==> src/rtl/fifo_sched_pkg.sv <==
// Shared types and helpers for the round-robin FIFO read scheduler.
package fifo_sched_pkg;

  typedef enum logic {
    ST_IDLE  = 1'b0,
    ST_BURST = 1'b1
  } sched_state_e;

  localparam int unsigned QUEUE_NUM_DEF = 4;
  localparam int unsigned BURST_LEN_DEF = 4;

  // Ceiling log2; returns 0 for v <= 1.
  function automatic int unsigned clog2_f(input int unsigned v);
    int unsigned r;
    r = 0;
    for (int unsigned p = 1; p < v; p = p << 1) begin
      r = r + 1;
    end
    return r;
  endfunction

endpackage

==> src/rtl/rr_arb_cbb.sv <==
// Combinational round-robin arbiter: searches upward from last_idx+1 (mod N),
// skipping requesters flagged in excl.
module rr_arb_cbb #(
  parameter int unsigned N  = 4,
  parameter int unsigned IW = 2
) (
  input  logic [N-1:0]  req,
  input  logic [IW-1:0] last_idx,
  input  logic [N-1:0]  excl,
  output logic [N-1:0]  gnt,
  output logic [IW-1:0] gnt_idx,
  output logic          gnt_vld
);

  logic [N-1:0]  req_m;
  logic [IW-1:0] cand;

  // First masked requester after the last grant, wrapping at N.
  always_comb begin
    req_m   = req & ~excl;
    gnt_vld = 1'b0;
    gnt_idx = '0;
    cand    = '0;
    for (int k = 1; k <= int'(N); k++) begin
      cand = IW'((int'(last_idx) + k) % int'(N));
      if (!gnt_vld && req_m[cand]) begin
        gnt_vld = 1'b1;
        gnt_idx = cand;
      end
    end
    gnt = gnt_vld ? (N'(1) << gnt_idx) : '0;
  end

endmodule

==> src/rtl/fifo_rr_sched.sv <==
// N-queue round-robin read scheduler with bounded bursts and a registered
// valid/ready output stage tagged with the source queue id.
// Optional: define FIFO_RR_SCHED_PRIO0_EN to make queue 0 strict-high-priority.
module fifo_rr_sched
  import fifo_sched_pkg::*;
#(
  parameter int unsigned QUEUE_NUM  = QUEUE_NUM_DEF,
  parameter int unsigned DATA_WIDTH = 8,
  parameter int unsigned QID_WIDTH  = 2,
  parameter int unsigned BURST_LEN  = BURST_LEN_DEF
) (
  input  logic                            clk_sys,
  input  logic                            reset_n,
  input  logic [QUEUE_NUM-1:0]            q_empty,
  input  logic [QUEUE_NUM*DATA_WIDTH-1:0] q_rdata,
  output logic [QUEUE_NUM-1:0]            q_ren,
  output logic                            out_valid,
  input  logic                            out_ready,
  output logic [DATA_WIDTH-1:0]           out_data,
  output logic [QID_WIDTH-1:0]            out_qid,
  output logic                            sched_busy
);

  localparam int unsigned CNT_W = clog2_f(BURST_LEN + 1);

  if (QID_WIDTH != clog2_f(QUEUE_NUM)) begin : g_qid_chk
    $error("fifo_rr_sched: QID_WIDTH must equal ceil(log2(QUEUE_NUM))");
  end
  if (QUEUE_NUM < 2 || BURST_LEN < 1) begin : g_param_chk
    $error("fifo_rr_sched: need QUEUE_NUM >= 2 and BURST_LEN >= 1");
  end

  sched_state_e          state_q, state_d;
  logic [QID_WIDTH-1:0]  cur_q, cur_d;
  logic [QID_WIDTH-1:0]  last_q, last_d;
  logic [CNT_W-1:0]      cnt_q, cnt_d;

  logic                  load;
  logic [QID_WIDTH-1:0]  arb_last;
  logic [QUEUE_NUM-1:0]  arb_excl;
  logic [QUEUE_NUM-1:0]  arb_gnt;
  logic [QID_WIDTH-1:0]  arb_idx;
  logic                  arb_vld;
  logic                  prio_hit;

  logic                  pop_vld;
  logic                  pop_cont;
  logic                  pop_prio;
  logic [QID_WIDTH-1:0]  pop_idx;
  logic [DATA_WIDTH-1:0] rdata_sel;

  // The output register can take a new word when empty or being drained.
  assign load       = !out_valid || out_ready;
  assign sched_busy = (state_q == ST_BURST);

`ifdef FIFO_RR_SCHED_PRIO0_EN
  // Queue 0 pre-empts any arbitration except its own ongoing burst.
  assign prio_hit = !q_empty[0] && (state_q == ST_IDLE || cur_q != '0);
`else
  assign prio_hit = 1'b0;
`endif

  // Arbiter context: a finished/broken burst restarts the search after cur.
  always_comb begin
    arb_last = last_q;
    arb_excl = '0;
    if (state_q == ST_BURST) begin
      arb_last = cur_q;
      arb_excl = QUEUE_NUM'(1) << cur_q;
    end
  end

  rr_arb_cbb #(
    .N  (QUEUE_NUM),
    .IW (QID_WIDTH)
  ) u_arb (
    .req      (~q_empty),
    .last_idx (arb_last),
    .excl     (arb_excl),
    .gnt      (arb_gnt),
    .gnt_idx  (arb_idx),
    .gnt_vld  (arb_vld)
  );

  // State register.
  always_ff @(posedge clk_sys) begin
    if (!reset_n) begin
      state_q <= ST_IDLE;
      cur_q   <= '0;
      cnt_q   <= '0;
      last_q  <= QID_WIDTH'(QUEUE_NUM - 1);
    end else begin
      state_q <= state_d;
      cur_q   <= cur_d;
      cnt_q   <= cnt_d;
      last_q  <= last_d;
    end
  end

  // Next-state: burst counting, burst termination and new grants.
  always_comb begin
    state_d = state_q;
    cur_d   = cur_q;
    cnt_d   = cnt_q;
    last_d  = last_q;
    if (load) begin
      if (state_q == ST_BURST && !pop_cont) begin
        state_d = ST_IDLE;
        last_d  = cur_q;
        cnt_d   = '0;
      end
      if (pop_cont) begin
        if (cnt_q + CNT_W'(1) == CNT_W'(BURST_LEN)) begin
          state_d = ST_IDLE;
          last_d  = cur_q;
          cnt_d   = '0;
        end else begin
          cnt_d = cnt_q + CNT_W'(1);
        end
      end else if (pop_vld && !pop_prio) begin
        cur_d = pop_idx;
        if (BURST_LEN > 1) begin
          state_d = ST_BURST;
          cnt_d   = CNT_W'(1);
        end else begin
          state_d = ST_IDLE;
          last_d  = pop_idx;
          cnt_d   = '0;
        end
      end
    end
  end

  // Output decode: pop selection and the combinational pop strobe.
  always_comb begin
    pop_vld  = 1'b0;
    pop_cont = 1'b0;
    pop_prio = 1'b0;
    pop_idx  = cur_q;
    q_ren    = '0;
    if (reset_n && load) begin
      if (prio_hit) begin
        pop_vld  = 1'b1;
        pop_prio = 1'b1;
        pop_idx  = '0;
        q_ren    = QUEUE_NUM'(1);
      end else if (state_q == ST_BURST && !q_empty[cur_q]) begin
        pop_vld  = 1'b1;
        pop_cont = 1'b1;
        pop_idx  = cur_q;
        q_ren    = QUEUE_NUM'(1) << cur_q;
      end else if (arb_vld) begin
        pop_vld = 1'b1;
        pop_idx = arb_idx;
        q_ren   = arb_gnt;
      end
    end
  end

  // Head-data mux for the popped queue.
  always_comb begin
    rdata_sel = '0;
    for (int i = 0; i < int'(QUEUE_NUM); i++) begin
      if (pop_idx == QID_WIDTH'(i)) begin
        rdata_sel = q_rdata[i*DATA_WIDTH +: DATA_WIDTH];
      end
    end
  end

  // Registered output stage; holds while stalled.
  always_ff @(posedge clk_sys) begin
    if (!reset_n) begin
      out_valid <= 1'b0;
      out_data  <= '0;
      out_qid   <= '0;
    end else if (load) begin
      out_valid <= pop_vld;
      if (pop_vld) begin
        out_data <= rdata_sel;
        out_qid  <= pop_idx;
      end
    end
  end

endmodule

==> config.mk <==
export PLATFORM = sky130hd
export DESIGN_NAME = fifo_rr_sched
export DESIGN_NICKNAME = d
export VERILOG_FILES = /design/src/rtl/fifo_sched_pkg.sv /design/src/rtl/rr_arb_cbb.sv /design/src/rtl/fifo_rr_sched.sv
export SDC_FILE = /design/constraint.sdc
export NUM_CORES = 1
export LEC_CHECK = 0
export ABC_AREA = 1
export BUFFER_PORTS_ARGS = -buffer_cell sky130_fd_sc_hd__buf_2
export CAP_MARGIN = 15
export CORE_MARGIN = 2
export CORE_UTILIZATION = 50
export DETAILED_ROUTE_END_ITERATION = 8
export GPL_TIMING_DRIVEN = 1
export PLACE_DENSITY = 0.88
export SKIP_LAST_GASP = 1
export SYNTH_ARGS = -nofsm -noshare
export SYNTH_HDL_FRONTEND = slang
export SYNTH_SLANG_ARGS = --single-unit
==> constraint.sdc <==
create_clock -name clk_sys -period 2.73 [get_ports clk_sys]
set_clock_uncertainty 0.15 [all_clocks]
set_input_delay 0.4095 -clock clk_sys [delete_from_list [all_inputs] [get_ports clk_sys]]
set_output_delay 0.4095 -clock clk_sys [all_outputs]
set_load 0.02 [all_outputs]
==> impl_metrics.ini, run 1 <==
[status]
status = completed

[routing]
post-route-drc-count = 0
detailedRoute.firstIterationViolations = 157
route.antenna.remaining_nets = 0
routed_wl_mm = 4.54
via_per_inst = 5.30
dr.pass1.iters = 4
via_count = 1891
avgRoutedWirePerCell_um = 12.7

[critical_path]
worst_setup_path_start_kind = flip-flop
r2r.worst_path.cells = 17
setup.reg_to_reg.worst_slack_ps = 230
slowest_cell_on_the_critical_path = sky130_fd_sc_hd__dfxtp_4
timing.setup.critical_path_class = reg -> out
worst-path-max-fanout = 8
worstPathArrival_ps = 2110
worstSetupEndpointType = output pin
critical_path.cell_chain = buf_8, o21ai_4, nand2_2, nand2_4, nand2_2, nand2_4, buf_12, nand3_1, nand2_2, nand3_1, o21ai_0, buf_2
rr_endpoint = out_data[3]
crit_required_ps = 2170
worst_path_most_repeated_cell = sky130_fd_sc_hd__nand2_2
worst-path-buf-inv = 3
timing.critical_path.max_delay_family = simple AND/OR/NAND/NOR gates
slowest_delay_ps = 380
rr_startpoint = sched_busy

[yosys]
mappedNetlistArea_sq_mm = 0.00155
yosys_most_used_dff = sky130_fd_sc_hd__dfxtp_1
synth_fp_nets = 298
netlist.top_cell.by_area = sky130_fd_sc_hd__dfxtp_1
post_synth_inst_count = 257
ys_seq_area_share_pct = 24.6
yosysUniqueCellTypes = 30
yosys-top-cells-area = sky130_fd_sc_hd__dfxtp_1, sky130_fd_sc_hd__nand2_1, sky130_fd_sc_hd__nand3_1
postSynthAreaPerCell_sq_um = 6.01
yosys.cell_count.top_type = sky130_fd_sc_hd__nand2_1
synth_top_cell_area_share_pct = 24.6
post_synth_edffs = 0
postSynthRegisterBits = 19
synth.top_cells.by_count = sky130_fd_sc_hd__nand2_1, sky130_fd_sc_hd__nand3_1, sky130_fd_sc_hd__nor2_1
synth_async_sr_flop_share_pct = 0
synth-warning-count = 0

[min_path]
min_from = q_rdata[16]
hold_path_class = in -> reg
min_to = out_data[0]
hold-path-cell-count = 5

[global_routing]
grt_first_pass_wirelength_mm = 6.94
grt_max_degree = 20
grt_pass1_vias = 1666
grt.total_usage_pct = 24.7
grt.overflow.total = 0
antenna_found_initial = 0

[sta]
timing.final.crit_share_pct = 97.7
rsz0062_at_grt = true
period_needed_ps = 2670
finalHoldWorstSlack_ps = 261
max_slew.worst_pin.slew_ps = 268
setup_viol = 0
final_max_slew_viol_count = 0
post-route-worst-setup-slack_ps = 61.7
achievable-frequency_mhz = 375
relSlewSlack_pct = 82.1
final_hold_viol_count = 0

[floorplan]
dieArea_sq_mm = 0.00355
starting_density_of_the_core_pct = 51.5
chipHeight_um = 59.6
coreArea_sq_mm = 0.00300
fp.dieW_um = 59.6
top_level_ports = 55
placementRows = 20

[final_layout]
diodes = 0
final_net_count = 366
area_growth_synth_to_finish_pct = 39.4
drive_gt1_share_pct = 41.4

[placed_design]
routabilityCongestion = 0.911
port_buffers = 54
dp_hpwl_mm = 3.11
place_worst_setup_slack_ps = 119

[pwr]
max-vdd-ir-drop_uv = 438
p_per_area_mw_per_mm2 = 716
static-leakage-power_nw = 1.10

[clocking]
tritoncts = done
cts.sinks = 19
clock_pin_slew_on_the_worst_setup_and_hold_paths_ps = 110
clk_root_buffer_cell = sky130_fd_sc_hd__clkbuf_4
tritoncts.num_buffers = 3
clkLatencyLatePin_ps = 290
cts.hold.buffers_added = 0
cts_max_path_buffers = 2
cts_htree_levels = 1

[run]
drv.max_cap_violation_count = 0
metrics by stage:
stage                     cell area (sq um)  total power [mW]  TNS (ps)  util [%]  instances
final                                  2150              1.54         0      71.7        357
after global routing                   2150              1.67      -247      71.7        357
after CTS                              1900              1.34         0      63.4        347
after detailed placement               1840              1.18         0      61.3        342
after global placement                 1840              1.17         0      61.3        342
after floorplan                        1550              1.01         0         -        257
repair_timing:
action	in CTS	in global routing
pin swaps	1	19
gates resized for setup	9	40
gates cloned	0	2
endpoints found under the setup margin	4	11
buffers inserted	1	8
final cells by class:
type	count	area [sq um]
clock buffer	4	26.3
tap	33	41.3
timing repair buffer	68	423
multi-input combinational	207	1170
inverter	26	97.6
fill	262	850
sequential	19	392
power breakdown:
part	total [mW]	internal (mW)	switching (mW)
sequential	0.370	0.329	0.0408
clock	0.139	0.0569	0.0818
combinational	1.03	0.387	0.646
routing by layer:
layer	GRT usage, %	vias to the layer above	routed length [um]
met1	30.1	838	1890
met3	4.15	12	241
li1	-	971	-
met2	43.3	70	2320
met5	0	-	0
met4	9.21	0	85
worst max-delay path by stage:
stage,from,to,slack (ps),cells after the start
floorplan,sched_busy,q_ren[0],190,11
detailed placement,sched_busy,out_data[1],120,17
CTS,sched_busy,q_ren[2],3,13
global placement,sched_busy,out_data[0],180,17
finish,sched_busy,q_ren[3],60,12
global route,sched_busy,q_ren[0],-100,11
placed cells by master (no fill, tap or decap), types with 2 or more instances in the layout:
master,Yosys,layout
sky130_fd_sc_hd__a21oi_2,1,3
sky130_fd_sc_hd__nand2_2,11,24
sky130_fd_sc_hd__o21ai_1,3,2
sky130_fd_sc_hd__buf_2,0,51
sky130_fd_sc_hd__o211ai_1,4,4
sky130_fd_sc_hd__o21ai_0,10,10
sky130_fd_sc_hd__clkbuf_4,0,3
sky130_fd_sc_hd__buf_12,0,2
sky130_fd_sc_hd__dfxtp_4,0,3
sky130_fd_sc_hd__a21oi_1,9,7
sky130_fd_sc_hd__ha_1,2,2
sky130_fd_sc_hd__dfxtp_1,19,16
sky130_fd_sc_hd__nand2_1,85,71
sky130_fd_sc_hd__nor2_4,2,6
sky130_fd_sc_hd__nand3_1,34,29
sky130_fd_sc_hd__nand3_2,1,5
sky130_fd_sc_hd__inv_2,8,8
sky130_fd_sc_hd__nand4_1,2,2
sky130_fd_sc_hd__nor2_1,25,24
sky130_fd_sc_hd__buf_6,2,2
sky130_fd_sc_hd__nand2_4,4,7
sky130_fd_sc_hd__buf_4,3,12
sky130_fd_sc_hd__inv_1,17,17
logic make-up (layout without fill, tap and decap cells):
logic type | Yosys count | count (layout) | synth area share, %
compound gates | 33 | 33 | 12.4
xor+xnor | 1 | 1 | 0.567
fa+ha+maj | 2 | 2 | 1.62
buf+inv | 33 | 98 | 9.72
flops | 19 | 19 | 24.6
simple gates | 169 | 171 | 51.1
registers in the layout, summed over array words and instances, names as in the netlist:
signal	flops
out_data	8
out_valid	1
cnt_q	3
last_q	2
cur_q	2
out_qid	2
sched_busy	1
tightest hold or removal path, stage by stage:
cell	delay, ps
sky130_fd_sc_hd__buf_2	70
sky130_fd_sc_hd__nand2_1	40
sky130_fd_sc_hd__nand3_1	60
sky130_fd_sc_hd__nor2_1	40
sky130_fd_sc_hd__nor2_1	60
Power figures use the tool's default switching activity.
==> run 2: changes to the inputs <==
- BUFFER_PORTS_ARGS: -buffer_cell sky130_fd_sc_hd__buf_2 -> -buffer_cell sky130_fd_sc_hd__clkbuf_2
- SETUP_SLACK_MARGIN: not set -> 0.1
==> run 2 against run 1 <==
Net effect: first-iteration DRC count fell by 23%; cell area fell by 3.2%; worst setup slack got worse by 27 ps; via count rose by 1.1%; largest power group unchanged.
==> impl_metrics.ini, run 2 (synthesis results as in run 1) <==
[routing]
avgRoutedWirePerCell_um = 12.4
post-route-drc-count = 0
via_count = 1911
route.antenna.remaining_nets = 0
routed_wl_mm = 4.39
dr.pass1.iters = 5
detailedRoute.firstIterationViolations = 121
via_per_inst = 5.38

[floorplan]
top_level_ports = 55
fp.dieW_um = 59.6
dieArea_sq_mm = 0.00355
chipHeight_um = 59.6
coreArea_sq_mm = 0.00300
starting_density_of_the_core_pct = 51.5
placementRows = 20

[pwr]
report.power.total_mw = 1.47
max-vdd-ir-drop_uv = 383
static-leakage-power_nw = 1.08
p_per_area_mw_per_mm2 = 706

[global_routing]
antenna_found_initial = 0
grt_max_degree = 20
grt.overflow.total = 0
grt_pass1_vias = 1714
grt.total_usage_pct = 26.1
grt_first_pass_wirelength_mm = 7.17

[sta]
achievable-frequency_mhz = 371
relSlewSlack_pct = 81.2
finalHoldWorstSlack_ps = 257
timing.final.crit_share_pct = 98.7
setup_viol = 0
final_hold_viol_count = 0
max_slew.worst_pin.slew_ps = 282
post-route-worst-setup-slack_ps = 34.5
summed_negative_setup_slack_over_all_endpoints_ps = 0
period_needed_ps = 2700
rsz0062_at_grt = true
final_max_slew_viol_count = 0

[clocking]
cts.sinks = 19
cts_htree_levels = 1
clock_pin_slew_on_the_worst_setup_and_hold_paths_ps = 110
cts_max_path_buffers = 2
clk_root_buffer_cell = sky130_fd_sc_hd__clkbuf_4
tritoncts = done
tritoncts.num_buffers = 3
clkLatencyLatePin_ps = 300

[final_layout]
mostFrequentLayoutCell = sky130_fd_sc_hd__nand2_1
layout.cell_area.non_filler_sq_mm = 0.00208
final_net_count = 364
utilization_pct = 69.4
largest_registers = out_data x8, cnt_q x3
area_growth_synth_to_finish_pct = 34.9
drive_gt1_share_pct = 40.1
diodes = 0
finalNonFillerCells = 355
largest_register = out_data
flip_flop_count_of_the_largest_register_after_layout = 8
top_library_cells_by_usage_in_the_layout_fill_and_taps_aside = sky130_fd_sc_hd__nand2_1, sky130_fd_sc_hd__clkbuf_2, sky130_fd_sc_hd__nand3_1

[placed_design]
dp_hpwl_mm = 3.20
dpl_cell_area_sq_mm = 0.00184
dp.cells = 342
place_worst_setup_slack_ps = 91.1
routabilityCongestion = 0.881
port_buffers = 54

[run]
drv.max_cap_violation_count = 0

[critical_path]
worst_setup_path_start_kind = flip-flop
setup.reg_to_reg.worst_slack_ps = 300
worstPathArrival_ps = 2140
worstSetupEndpointType = output pin
worst-path-max-fanout = 5
timing.setup.critical_path_class = reg -> out
crit_required_ps = 2170

[min_path]
hold_path_class = in -> reg

[status]
status = completed
run 2: cell type report:
| cell class | count | area (sq um) |
|---|---|---|
| clock buffers | 3 | 22.5 |
| clock inverters | 1 | 5.00 |
| fillers | 281 | 918 |
| inverters | 26 | 97.6 |
| multi-input cells | 207 | 1130 |
| flip-flops and latches | 19 | 392 |
| well taps | 33 | 41.3 |
| repair buffers | 66 | 395 |
run 2: power breakdown:
part           leakage [nW]  switching, mW  internal [mW]
registers             0.159         0.0433          0.329
logic                 0.900          0.615          0.341
clock network        0.0177         0.0889         0.0547
total                  1.08          0.747          0.724
run 2: final timing paths:
check                    from     endpoint  depth (start not counted)
setup / recovery   sched_busy     q_ren[2]                         12
hold / removal    q_rdata[17]  out_data[1]                          5
setup reg to reg   sched_busy  out_data[6]                         15
hold reg to reg   out_data[6]  out_data[6]                          2
run 2: routing by layer:
| layer | vias to the layer above | global-route usage, % | part of all wire (%) | routed length, um |
|---|---|---|---|---|
| met4 | 0 | 11.4 | 2.6 | 115 |
| met2 | 73 | 44.7 | 49 | 2150 |
| met5 | - | 0 | 0 | 0 |
| li1 | 961 | - | - | - |
| met1 | 864 | 31.4 | 42 | 1860 |
| met3 | 13 | 5.02 | 6.0 | 264 |
run 2: critical path, cell delays in order, from the launching register on:
cell and delay, ps:
sky130_fd_sc_hd__dfxtp_4 390, sky130_fd_sc_hd__clkbuf_16 160, sky130_fd_sc_hd__o21ai_4 190, sky130_fd_sc_hd__nand2_1 110
sky130_fd_sc_hd__nand2_2 90, sky130_fd_sc_hd__nand2_1 70, sky130_fd_sc_hd__nand2_2 110, sky130_fd_sc_hd__nand4_1 100
sky130_fd_sc_hd__nand3_2 140, sky130_fd_sc_hd__nand2_2 80, sky130_fd_sc_hd__a21oi_1 110, sky130_fd_sc_hd__o21bai_1 130
sky130_fd_sc_hd__buf_4 160
run 2: what timing repair did:
action / CTS / global route
gates resized for setup: 21 / 23
endpoints found under the setup margin: 11 / 12
pin swaps: 8 / 7
setup buffers: 4 / 2
cloned: 1 / 2
hold buffers: 0 / 0
